File: src/rtl/wisc_pkg.sv
// Shared WISC definitions: opcodes, branch condition codes, flag layout and
// the per-opcode flag update mask.
package wisc_pkg;

  localparam logic [3:0] OpAdd = 4'b0000;
  localparam logic [3:0] OpSub = 4'b0001;
  localparam logic [3:0] OpXor = 4'b0010;
  localparam logic [3:0] OpSll = 4'b0100;
  localparam logic [3:0] OpSra = 4'b0101;
  localparam logic [3:0] OpRor = 4'b0110;

  typedef enum logic [2:0] {
    CccNe = 3'b000,
    CccEq = 3'b001,
    CccGt = 3'b010,
    CccLt = 3'b011,
    CccGe = 3'b100,
    CccLe = 3'b101,
    CccOv = 3'b110,
    CccUn = 3'b111
  } ccc_e;

  localparam int unsigned FlagN = 2;
  localparam int unsigned FlagZ = 1;
  localparam int unsigned FlagV = 0;

  typedef enum logic {StIdle, StResolve} bru_state_e;

  // Which of {N,Z,V} an opcode writes.
  function automatic logic [2:0] flag_mask(input logic [3:0] op);
    logic [2:0] m;
    m = 3'b000;
    case (op)
      OpAdd, OpSub:               m = 3'b111;
      OpXor, OpSll, OpSra, OpRor: m[FlagZ] = 1'b1;
      default:                    m = 3'b000;
    endcase
    return m;
  endfunction

endpackage

File: src/rtl/cond_eval.sv
// Combinational branch condition evaluation on the committed {N,Z,V} flags.
module cond_eval
  import wisc_pkg::*;
(
  input  logic [2:0] flags_i,
  input  logic [2:0] ccc_i,
  output logic       take_o
);

  logic n, z, v;
  assign n = flags_i[FlagN];
  assign z = flags_i[FlagZ];
  assign v = flags_i[FlagV];

  always_comb begin
    take_o = 1'b0;
    unique case (ccc_e'(ccc_i))
      CccNe: take_o = ~z;
      CccEq: take_o = z;
      CccGt: take_o = ~z & ~n;
      CccLt: take_o = n;
      CccGe: take_o = z | ~n;
      CccLe: take_o = n | z;
      CccOv: take_o = v;
      CccUn: take_o = 1'b1;
      default: take_o = 1'b0;
    endcase
  end

endmodule

File: src/rtl/branch_resolve_unit.sv
// Flag register, flag-hazard stall and registered branch redirect for the
// WISC decode stage.
module branch_resolve_unit
  import wisc_pkg::*;
#(
  parameter int unsigned CNT_W = 16
) (
  input  logic             clk,
  input  logic             rst_n,
  input  logic             ex_valid,
  input  logic [3:0]       ex_opcode,
  input  logic [2:0]       ex_flags,
  input  logic             id_valid,
  input  logic             id_is_b,
  input  logic             id_is_br,
  input  logic [2:0]       id_ccc,
  input  logic [8:0]       id_imm9,
  input  logic [15:0]      id_pc_plus2,
  input  logic [15:0]      id_rs_data,
  output logic [2:0]       flags_q,
  output logic             stall_o,
  output logic             redirect_o,
  output logic [15:0]      target_o,
  output logic [CNT_W-1:0] taken_cnt
);

  bru_state_e       state_q, state_d;
  logic [2:0]       flags_d, ex_mask;
  logic             redirect_q, redirect_d;
  logic [15:0]      target_q, target_d, br_target;
  logic [CNT_W-1:0] cnt_q, cnt_d;
  logic             is_branch, take;

  assign ex_mask   = flag_mask(ex_opcode);
  assign is_branch = id_valid & (id_is_b | id_is_br);
  assign stall_o   = is_branch & (id_ccc != CccUn) & ex_valid & (|ex_mask);

  cond_eval u_cond_eval (
    .flags_i (flags_q),
    .ccc_i   (id_ccc),
    .take_o  (take)
  );

  // BR takes priority when both branch kinds are flagged.
  assign br_target = id_is_br ? id_rs_data
                              : id_pc_plus2 + {{6{id_imm9[8]}}, id_imm9, 1'b0};

  always_comb begin
    flags_d    = flags_q;
    state_d    = state_q;
    redirect_d = 1'b0;
    target_d   = target_q;
    cnt_d      = cnt_q;
    if (ex_valid) flags_d = (flags_q & ~ex_mask) | (ex_flags & ex_mask);
    unique case (state_q)
      StIdle: begin
        if (is_branch && !stall_o) begin
          state_d = StResolve;
          if (take) begin
            redirect_d = 1'b1;
            target_d   = br_target;
            if (cnt_q != {CNT_W{1'b1}}) cnt_d = cnt_q + 1'b1;
          end
        end
      end
      StResolve: state_d = StIdle;
      default:   state_d = StIdle;
    endcase
  end

  always_ff @(posedge clk or negedge rst_n) begin
    if (!rst_n) begin
      state_q    <= StIdle;
      flags_q    <= 3'b000;
      redirect_q <= 1'b0;
      target_q   <= 16'h0000;
      cnt_q      <= '0;
    end else begin
      state_q    <= state_d;
      flags_q    <= flags_d;
      redirect_q <= redirect_d;
      target_q   <= target_d;
      cnt_q      <= cnt_d;
    end
  end

  assign redirect_o = redirect_q;
  assign target_o   = target_q;
  assign taken_cnt  = cnt_q;

endmodule

File: config.mk
export PLATFORM = sky130hd
export DESIGN_NAME = branch_resolve_unit
export DESIGN_NICKNAME = d
export VERILOG_FILES = /design/src/rtl/wisc_pkg.sv /design/src/rtl/cond_eval.sv /design/src/rtl/branch_resolve_unit.sv
export SDC_FILE = /design/constraint.sdc
export NUM_CORES = 1
export LEC_CHECK = 0
export ABC_AREA = 1
export BUFFER_PORTS_ARGS = -buffer_cell sky130_fd_sc_hd__buf_2
export CAP_MARGIN = 10
export CORE_MARGIN = 1.5
export CORE_UTILIZATION = 55
export CTS_BUF_LIST = sky130_fd_sc_hd__clkbuf_8
export DETAILED_ROUTE_END_ITERATION = 16
export GPL_TIMING_DRIVEN = 1
export PLACE_DENSITY = 0.87
export SKIP_CTS_REPAIR_TIMING = 1
export SYNTH_ARGS = -nofsm -noshare
export SYNTH_HDL_FRONTEND = slang
export SYNTH_HIERARCHICAL = 1
export SYNTH_SLANG_ARGS = --single-unit
File: constraint.sdc
create_clock -name clk -period 4.65 [get_ports clk]
set_input_delay 0.93 -clock clk [delete_from_list [all_inputs] [get_ports clk]]
set_output_delay 0.93 -clock clk [all_outputs]
set_load 0.02 [all_outputs]
Word level (Yosys, flattened, before mapping)
Cells that the tools add are included.

Muxes and demuxes: 9. Eq/ne operators: 14. Shift operators: 0. Magnitude comparators: 0. Divide/modulo/power cells: 0. Reduce and logical (&&, ||, !) cells: 9. $mul: 0. Bitwise gates (word level): 15. Add/subtract/negate cells: 2.

Operators by type and width (count): $add 16x1->16 const B (1); $add 16x16->16 (1); $mux 16 (1); $ne 16x16->1 const B (1); $eq 3x3->1 const B (4); $eq 4x3->1 const B (3); $pmux 1 s8 (1); $and 3x3->3 (2); $eq 3x2->1 const B (2); $mux 1 (6); $reduce_or 6->1 (1); $and 1x1->1 (5); $eq 4x1->1 const B (1); $eq 4x2->1 const B (1); $logic_not 4->1 (1); $reduce_and 4->1 (1); $reduce_or 2->1 (2); $eq 3x1->1 const B (1); $logic_not 3->1 (1); $ne 3x3->1 const B (1); $not 1->1 (3); $not 3->3 (1); $or 1x1->1 (3); $or 3x3->3 (1); 4 further kinds (4).

ROM bits: 0. Memories: 0. RAM bits: 0. Output and inout port bits: 37. Register bits after elaboration: 37. Latch bits: 0. Input bits: 57.

Longest topological paths before layout
Gate-level depths: netlist (run 1).

Word-level depth: 9. Depth in mapped cells: 12. Mapped depth without buffers: 12.

By module
Netlist (run 1), hierarchy kept.

By module, submodules not included: branch_resolve_unit (area an instance 2776.4 sq um, seq. area each 925.9 sq um, instances 1, cells each 411); cond_eval (area an instance 71.3 sq um, seq. area each 0.0 sq um, instances 1, cells each 15).

Least setup slack after synthesis (run 1)
No wires, ideal clock.

Path kind: in2out. Start: input ex_valid. End: output stall_o. Data required time: 3720 ps. Buffers on the path: 0. Slack: 2194 ps. Arrival time: 1526 ps. Stages on the path: 4. Cell sequence: inv_1 nor2_1 nand3_1 nor2_1.

Longest elaborated chain between the ends: 2.

RTL lines: start, declared (RTL line branch_resolve_unit.sv:10) `input logic ex_valid,`; $and 1x1->1 (2 in a row) (RTL line branch_resolve_unit.sv:36) `assign stall_o = is_branch & (id_ccc != CccUn) & ex_valid & (|ex_mask);`; end, declared (RTL line branch_resolve_unit.sv:21) `output logic stall_o,`.

Every way passes these cells.

Worst setup path after layout (run 1)
Start: input ex_opcode[3]. End: output stall_o.

Longest elaborated chain between the ends: 5.

RTL lines: start, declared (RTL line branch_resolve_unit.sv:11) `input logic [3:0] ex_opcode,`; $eq 4x1->1, or another cell as far along (RTL line wisc_pkg.sv:33) `case (op)`; $reduce_or 6->1 (no line) or $reduce_or 2->1 (tied branches); $mux 1 (RTL line wisc_pkg.sv:33); $reduce_or 2->1 * (RTL line branch_resolve_unit.sv:36); $and 1x1->1 * (RTL line branch_resolve_unit.sv:36).

Every way passes the cells marked *; elsewhere a longest branch is shown, timed or not.

==> results of run 1 <==
-- registers in the layout, indices dropped and copies added (netlist names), named ones only --
register / count
target_o: 16
taken_cnt: 16
state_q: 1
redirect_o: 1
-- layer usage --
layer | routed length, µm | track usage
met5 | 0 | 0
met4 | 119 | 0.08485
met3 | 418 | 0.04819
met2 | 3315 | 0.4523
met1 | 2895 | 0.3117
-- through the flow --
| stage | power (W) | utilization | worst slack (ps) | hold WS, ps |
|---|---|---|---|---|
| 6_report | 0.001318 | 0.6856 | 2076 | 423.8 |
| 5_1_grt | 0.001418 | 0.6856 | 1969 | 462.4 |
| 4_1_cts | 0.001323 | 0.6856 | 2075 | 427.9 |
| 3_5_place_dp | 0.001074 | 0.6655 | 2013 | 416.6 |
| 3_3_place_gp | 0.001057 | 0.6655 | 2053 | 416.1 |
| 2_1_floorplan | 0.0008806 | - | 2194 | 404.8 |
-- placed cells by master, fill, tap and decap left out --
cell and n:
o21ai_2 5, ha_1 15, inv_4 1, inv_1 60
o21ai_0 19, a21boi_0 2, xnor2_1 7, a21oi_1 15
buf_2 93, nand3_1 32, dfrtp_1 37, nor2_2 2
a31oi_1 1, nand2_1 146, nand2_2 4, inv_2 1
clkbuf_8 7, nand3b_1 1, fa_1 1, nor2_4 1
nand4_1 5, mux2_2 2, nor3_1 6, nand3_2 2
o31ai_1 2, and2_1 2, clkinv_2 1, nor2_1 38
xor2_1 10, nand2_4 1
-- cells by family after synthesis --
kind of cell,share of synthesized area
buffers and inverters,0.09842
xor gates and xnor gates,0.05228
muxes,0.007908
adders and majority gates,0.07294
AOI/OAI and AO/OA,0.08787
DFF,0.3251
and+or+nand+nor,0.3554
-- how the worst min path moves through the flow --
stage | from | endpoint | slack [ps] | depth (start not counted)
6_report | state_q | state_q | 420 | 1
5_1_grt | state_q | state_q | 460 | 1
4_1_cts | state_q | state_q | 430 | 1
3_5_place_dp | state_q | state_q | 420 | 1
3_3_place_gp | state_q | state_q | 420 | 1
2_1_floorplan | state_q | state_q | 400 | 1
-- worst register-to-register path, cell delays in order (launching register included) --
cell	delay (ps)
dfrtp_1	490
ha_1	260
nand2_2	110
nor2_4	160
nand2_2	80
nor3_1	170
nand2_1	120
nand2_4	170
inv_4	120
nand2_1	90
o21ai_2	50
-- area by class of cell --
type	instances	area, µm²
clock inverters	1	5.005
flip-flops and latches	37	925.9
repair buffers	93	465.4
multi-input cells	319	1642
fillers	416	1585
inverters	62	235.2
clock buffers	7	96.34
well taps	70	87.58
-- power by group --
group	internal [W]	switching, W	total, W
Clock	0.000134	0.000108	0.000242
Combinational	0.000207	0.000367	0.000574
Sequential	0.000417	0.0000851	0.000503
==> summary.txt, run 1 <==
Cells and area
  – Fin area: about 3500 µm²
  – Layout Cells excl Fill: 589
  – N_diodes: 0
  – Synth-to-Final Area Change: 21.40%
  – Layout cells sized above 1: 0.2312
  – Nets: about 600

Power
  – VDD IR-drop max: between 0.15 and 0.2 mV
  – PD cells: between 300 and 400 nW/µm²
  – Leakage: about 2.0 nW

Routing
  – Detailed Routing Iterations Pass 1: 4
  – Final wirelength: 6748 µm
  – Vias/cell: ~5
  – Post-route DRC: 0
  – Starting DRT DRC Count: 201
  – Final ANT Viol Nets: 0
  – Drt wl/cell: around 11 µm
  – Vias: between 2000 and 3000

STA
  – Tmin final: between 2000 and 3000 ps
  – Slew Viols, Final: 0
  – RSZ-0062 raised after global routing: false
  – Worst slew pin tran: 816.1 ps
  – Clock Skew: 6.050 ps
  – Fmax achieved: approximately 390 MHz
  – Period utilization: 0.5536
  – Setup TNS: 0 ps
  – # setup viols final: 0
  – Slew Limit Headroom: 0.4560
  – Final Hold Viols: 0

Global routing
  – Largest net degree at the start of global routing: 38
  – Vias in the first global route: between 2000 and 3000
  – Initial antenna violation count: 0
  – First-pass GRT wire length: 11230 µm
  – Global route total overflow: 0
  – Total GRT Usage: 0.2555

Yosys
  – Yosys reg bits: 37
  – Top FF cell, synth: dfrtp_1
  – Synth Net Count: 499
  – Most instantiated cells after synthesis: nand2_1 (146), inv_1 (60), nor2_1 (38), dfrtp_1 (37), nand3_1 (32)
  – EDFF count, synth: 0
  – Synthesis Warnings: 6
  – Most frequent cell after synthesis: nand2_1
  – Synth top area share: 0.3251
  – Area contributors post-synth: dfrtp_1 (33%), nand2_1 (19%), inv_1 (7.9%)
  – Area leader, netlist: dfrtp_1
  – Register area share after synthesis: 0.3251
  – Syn Area/Cell: 6.685 µm²
  – Share of flip-flops with an asynchronous set or reset: 1.000
  – Post-Syn Instances: between 400 and 500
  – Post-synth cell types: 31
  – Post-Syn Area: ~2800 µm²

Critical path
  – CP delay by family, top: simple AND/OR/NAND/NOR gates
  – Slowest CP cell: nor2_1
  – Category of the critical setup timing path: primary input to primary output
  – CP arrival: 1640 ps
  – Cells on worst reg2reg path: 10
  – Buf/Inv on CP: 2
  – Reg2reg start: taken_cnt[0]
  – R2r endpoint: taken_cnt[10]
  – Critical Path RT: 3720 ps
  – Worst Path Max Fanout: 4
  – CP startpoint: ex_opcode[3]
  – Crit path cell chain: buf_2, nor2_1, nand3_1, nor2_1, buf_2
  – Critical Path Sink: stall_o
  – Critical Path Sink Type: primary output
  – Reg2Reg Setup Slack: between 2000 and 3000 ps
  – Levels on crit path: 5
  – Critical path launch point type: primary input
  – Crit-path max cell delay: approximately 210 ps

Floorplanning
  – Io pins: 94
  – Site Rows: 26
  – Chip height: 74.96 µm
  – Die Wd: 74.96 µm
  – Placeable Area: around 5000 µm²
  – Starting Density: 0.5648
  – Die ar.: 5618 µm²

CTS
  – CTS tree: done
  – CTS Buf Count: 5
  – Root Driver: clkbuf_8
  – Later-pin clock latency in the skew report: ~290 ps
  – CTS max path bufs: 2
  – H-tree depth: 2
  – CTS clk-pin slew, worst paths: approximately 70 ps
  – Sink Count: 37

Placed design
  – Port bufs: just over 90
  – Placed insts: 581
  – Post-DP HPWL: about 5300 µm
  – Final GP Congestion: a little over 0.9
  – Cell Area, Placed: roughly 3400 µm²

Flow run
  – Max Cap Violations: 0

Status
  – Status: completed

Min path
  – Min-Delay Path Class: register to register
Note: power is estimated with default switching activity, not from simulation.
==> run 2, diff against run 1 <==
CORE_UTILIZATION = 48   (was 55)
PLACE_DENSITY = 0.8   (was 0.87)
clock period = 2.28 ns   (was 4.65 ns; I/O delays follow)
==> summary.txt, run 2 (synthesis gave the netlist of run 1 again) <==
Floorplanning
  – Placeable Area: between 5000 and 6000 µm²
  – Die ar.: 6404 µm²
  – Site Rows: 27
  – Die Wd: between 80 and 90 µm
  – Chip height: about 80 µm
  – Io pins: 94
  – Starting Density: 0.5078

Placed design
  – Cell Area, Placed: between 3000 and 4000 µm²
  – Post-DP HPWL: about 5600 µm
  – Port bufs: 93
  – Final GP Congestion: 0.9122

Routing
  – Detailed Routing Iterations Pass 1: 4
  – Starting DRT DRC Count: roughly 110
  – Post-route DRC: 0
  – Vias/cell: between 5 and 6
  – Drt wl/cell: roughly 12 µm
  – Final ANT Viol Nets: 0
  – Final wirelength: 7007 µm
  – Vias: approximately 3000

Cells and area
  – Synth-to-Final Area Change: 21.75%
  – # fillers: around 540
  – Commonest non-fill, non-tap cells in the layout: nand2_1 (146), buf_2 (93), inv_1 (61)
  – N_diodes: 0
  – Fin area: 3467 µm²
  – Layout cells sized above 1: 0.2322
  – Most common cell after layout, fill and taps aside: nand2_1
  – Nets: around 600

STA
  – Slew Viols, Final: 0
  – Clock Skew: around 7.3 ps
  – RSZ-0062 raised after global routing: false
  – Tmin final: around 1900 ps
  – Period utilization: 0.8531
  – Setup TNS: 0 ps
  – # setup viols final: 0
  – Slew Limit Headroom: 0.4562
  – Fmax achieved: between 500 and 600 MHz
  – Final Hold Viols: 0
  – Worst slew pin tran: 815.7 ps

Global routing
  – Vias in the first global route: between 2000 and 3000
  – Largest net degree at the start of global routing: 38
  – Initial antenna violation count: 0
  – First-pass GRT wire length: between 10000 and 15000 µm
  – Global route total overflow: 0
  – Total GRT Usage: 0.2291

Status
  – Status: completed

Critical path
  – Critical path launch point type: register
  – Worst Path Max Fanout: 15
  – CP arrival: 2130 ps
  – Category of the critical setup timing path: register to register
  – Critical Path RT: 2460 ps
  – R2r endpoint: taken_cnt[3]
  – Reg2Reg Setup Slack: around 330 ps
  – Reg2reg start: taken_cnt[0]
  – Cells on worst reg2reg path: 10
  – Critical Path Sink Type: register

CTS
  – H-tree depth: 2
  – Sink Count: 37
  – CTS max path bufs: 2
  – CTS tree: done
  – Later-pin clock latency in the skew report: 290 ps
  – Root Driver: clkbuf_8
  – CTS clk-pin slew, worst paths: around 70 ps
  – CTS Buf Count: 5

Flow run
  – Max Cap Violations: 0

Min path
  – Min-Delay Path Class: primary input to async pin

Power
  – PD cells: between 700 and 800 nW/µm²
  – VDD IR-drop max: a little over 0.4 mV
  – Leakage: 1.985 nW
-- run 2: changes by cell type in the layout (fill, tap and decap cells not counted) --
cell	before	now
clkbuf_8	7	6
clkinv_2	1	0
inv_1	60	61
buf_4	0	3
-- run 2: where the power goes --
| group | leakage [nW] | total [W] | internal (W) | switching [W] |
|---|---|---|---|---|
| clock network | 0.0485 | 0.000454 | 0.000235 | 0.000219 |
| logic | 1.47 | 0.00119 | 0.000427 | 0.000767 |
| registers | 0.462 | 0.00101 | 0.000851 | 0.000157 |
| total | 1.99 | 0.00266 | 0.00151 | 0.00114 |
-- run 2: layout make-up --
| type | instances | area, µm² | share of cell area |
|---|---|---|---|
| tap | 72 | 90.09 | 0.02598 |
| clock inverter | 1 | 3.754 | 0.001083 |
| clock buffer | 6 | 82.58 | 0.02382 |
| timing repair buffer | 96 | 488.0 | 0.1407 |
| inverter | 62 | 235.2 | 0.06785 |
| multi-input combinational | 319 | 1642 | 0.4735 |
| sequential | 37 | 925.9 | 0.2671 |
-- run 2: worst max-delay path, stage by stage, from the launching register on --
cell and delay, ps:
dfrtp_1 490, ha_1 250, nand2_2 110, nor2_4 170, nand2_2 80, nor3_1 150
nand2_1 120, nand2_4 190, inv_4 130, nand2_1 100, o21ai_2 60
-- run 2: metal layers --
layer | vias to the layer above | track usage | part of all wire
met2 | 105 | 0.4042 | 0.48
met4 | 0 | 0.06724 | 0.013
li1 | 1528 | - | -
met3 | 6 | 0.03314 | 0.065
met1 | 1334 | 0.2872 | 0.44
met5 | - | 0 | 0
-- run 2: stage by stage --
stage	cells	setup slack [ps]	util	hold WS, ps	power (W)
global placement	586	383.6	0.6029	413.5	0.002175
floorplan	426	507.8	-	160.4	0.001796
global route	593	215.5	0.6183	333.7	0.002838
finish	593	334.8	0.6183	257.8	0.002656
CTS	593	340.9	0.6183	277.8	0.002665
detailed placement	586	324.2	0.6029	422.9	0.002202
-- run 2: how the worst max path moves through the flow --
stage | endpoint | startpoint | slack [ps] | depth (start not counted)
after global placement | target_o[13] | id_imm9[0] | 380 | 12
after global routing | taken_cnt[3] | taken_cnt[0] | 220 | 10
after floorplan | taken_cnt[4] | taken_cnt[0] | 510 | 11
after detailed placement | target_o[15] | id_imm9[0] | 320 | 12
final | taken_cnt[3] | taken_cnt[0] | 330 | 10
after CTS | taken_cnt[3] | taken_cnt[0] | 340 | 10
==> run 3, diff against run 2 <==
GPL_TIMING_DRIVEN = 0   (was 1)
==> summary.txt, run 3 (synthesis gave the netlist of run 1 again) <==
Global routing
  – Largest net degree at the start of global routing: 38
  – Vias in the first global route: roughly 2900
  – Total GRT Usage: 0.2336
  – Global route total overflow: 0
  – First-pass GRT wire length: 12020 µm
  – Initial antenna violation count: 0

Routing
  – Drt wl/cell: about 12 µm
  – Final ANT Viol Nets: 0
  – Starting DRT DRC Count: between 150 and 200
  – Post-route DRC: 0
  – Vias/cell: between 4 and 5
  – Vias: approximately 3000
  – Final wirelength: about 7100 µm
  – Detailed Routing Iterations Pass 1: 4

Critical path
  – Category of the critical setup timing path: register to register
  – CP arrival: between 2000 and 2500 ps
  – Crit path cell chain: ha_1, nand2_2, nor2_4, nand2_2, nor3_1, nand2_1, nand2_4, buf_4, nand2_1, o21ai_0
  – Critical Path Sink Type: register
  – Critical Path RT: about 2500 ps
  – Worst Path Max Fanout: 10
  – R2r endpoint: taken_cnt[15]
  – Reg2Reg Setup Slack: 360 ps
  – Slowest CP cell: dfrtp_1
  – Cells on worst reg2reg path: 10
  – Crit-path max cell delay: 490 ps
  – Critical path launch point type: register
  – Reg2reg start: taken_cnt[0]

Placed design
  – Port bufs: between 90 and 100
  – Post-DP HPWL: between 5000 and 6000 µm
  – Final GP Congestion: between 0.9 and 1
  – Dpl ws: roughly 240 ps

CTS
  – CTS Buf Count: 5
  – Later-pin clock latency in the skew report: roughly 280 ps
  – Root Driver: clkbuf_8
  – H-tree depth: 2
  – CTS clk-pin slew, worst paths: about 70 ps
  – CTS tree: done
  – Sink Count: 37
  – CTS max path bufs: 2

STA
  – Slew Viols, Final: 0
  – Tmin final: slightly below 2000 ps
  – Fmax achieved: roughly 520 MHz
  – Final Hold Viols: 0
  – Clock Skew: around 3.5 ps
  – PnR worst setup slack: around 360 ps
  – Slew Limit Headroom: 0.4731
  – Worst slew pin tran: 790.3 ps
  – # setup viols final: 0
  – Setup TNS: 0 ps
  – Period utilization: 0.8423
  – RSZ-0062 raised after global routing: false

Floorplanning
  – Die Wd: about 80 µm
  – Site Rows: 27
  – Die ar.: ~6400 µm²
  – Chip height: around 80 µm
  – Io pins: 94
  – Placeable Area: around 5600 µm²
  – Starting Density: 0.5078

Min path
  – Min-Delay Path Class: primary input to async pin

Cells and area
  – Commonest non-fill, non-tap cells in the layout: nand2_1 (146), buf_2 (96), inv_1 (61)
  – Most common cell after layout, fill and taps aside: nand2_1
  – N_diodes: 0
  – Nets: approximately 600
  – Synth-to-Final Area Change: 22.41%
  – Layout cells sized above 1: 0.2353

Flow run
  – Max Cap Violations: 0

Power
  – VDD IR-drop max: roughly 0.36 mV
  – PD cells: around 760 nW/µm²
  – Leakage: roughly 2 nW

Status
  – Status: completed
[run 3: cell count changes in the layout (fill, tap and decap cells not counted), sizes merged]
cell	before	now
buf	96	98
clkbuf	6	8
clkinv	0	2
[run 3: critical path: cells and delay by family (launching register included)]
| family | cells | cell delay [ps] |
|---|---|---|
| AO/OA/AOI/OAI | 1 | 90 |
| adder cells (fa/ha/maj) | 1 | 250 |
| AND/OR/NAND/NOR | 7 | 810 |
| buffers and inverters | 1 | 190 |
| flip-flops | 1 | 490 |
[run 3: layer usage]
layer | global-route usage | up-vias | share of wire
li1 | - | 1534 | -
met3 | 0.03543 | 6 | 0.055
met1 | 0.2908 | 1350 | 0.45
met5 | 0 | - | 0
met2 | 0.4218 | 91 | 0.49
met4 | 0.05172 | 0 | 0.0092
[run 3: report_power, final]
| group | internal [W] | switching, W |
|---|---|---|
| combinational | 0.000430 | 0.000757 |
| clock | 0.000207 | 0.000228 |
| sequential | 0.000851 | 0.000167 |
[run 3: worst max-delay path by stage]
stage	end	startpoint
finish	taken_cnt[15]	taken_cnt[0]
global route	taken_cnt[15]	taken_cnt[0]
CTS	taken_cnt[15]	taken_cnt[0]
detailed placement	target_o[15]	id_imm9[0]
global placement	target_o[13]	id_imm9[0]
floorplan	taken_cnt[4]	taken_cnt[0]
[run 3: stage by stage]
stage               hold slack, ps  std cells  total power, W  cell area (µm²)  utilization
floorplan                    160.4        426        0.001796             2848            -
global placement             414.1        591        0.002174             3403       0.6069
detailed placement           415.1        591        0.002211             3403       0.6069
CTS                          288.4        599        0.002647             3486       0.6216
global route                 331.2        599        0.002828             3486       0.6216
finish                       252.5        599        0.002640             3486       0.6216
[run 3: cell type report]
type / instances / area (µm²)
plain buffers: 8 / 45.04
clock buffers: 5 / 68.82
clock inverters: 3 / 13.76
fillers: 537 / 2122
inverters: 62 / 235.2
multi-input cells: 319 / 1642
flip-flops and latches: 37 / 925.9
well taps: 72 / 90.09
repair buffers: 93 / 465.4
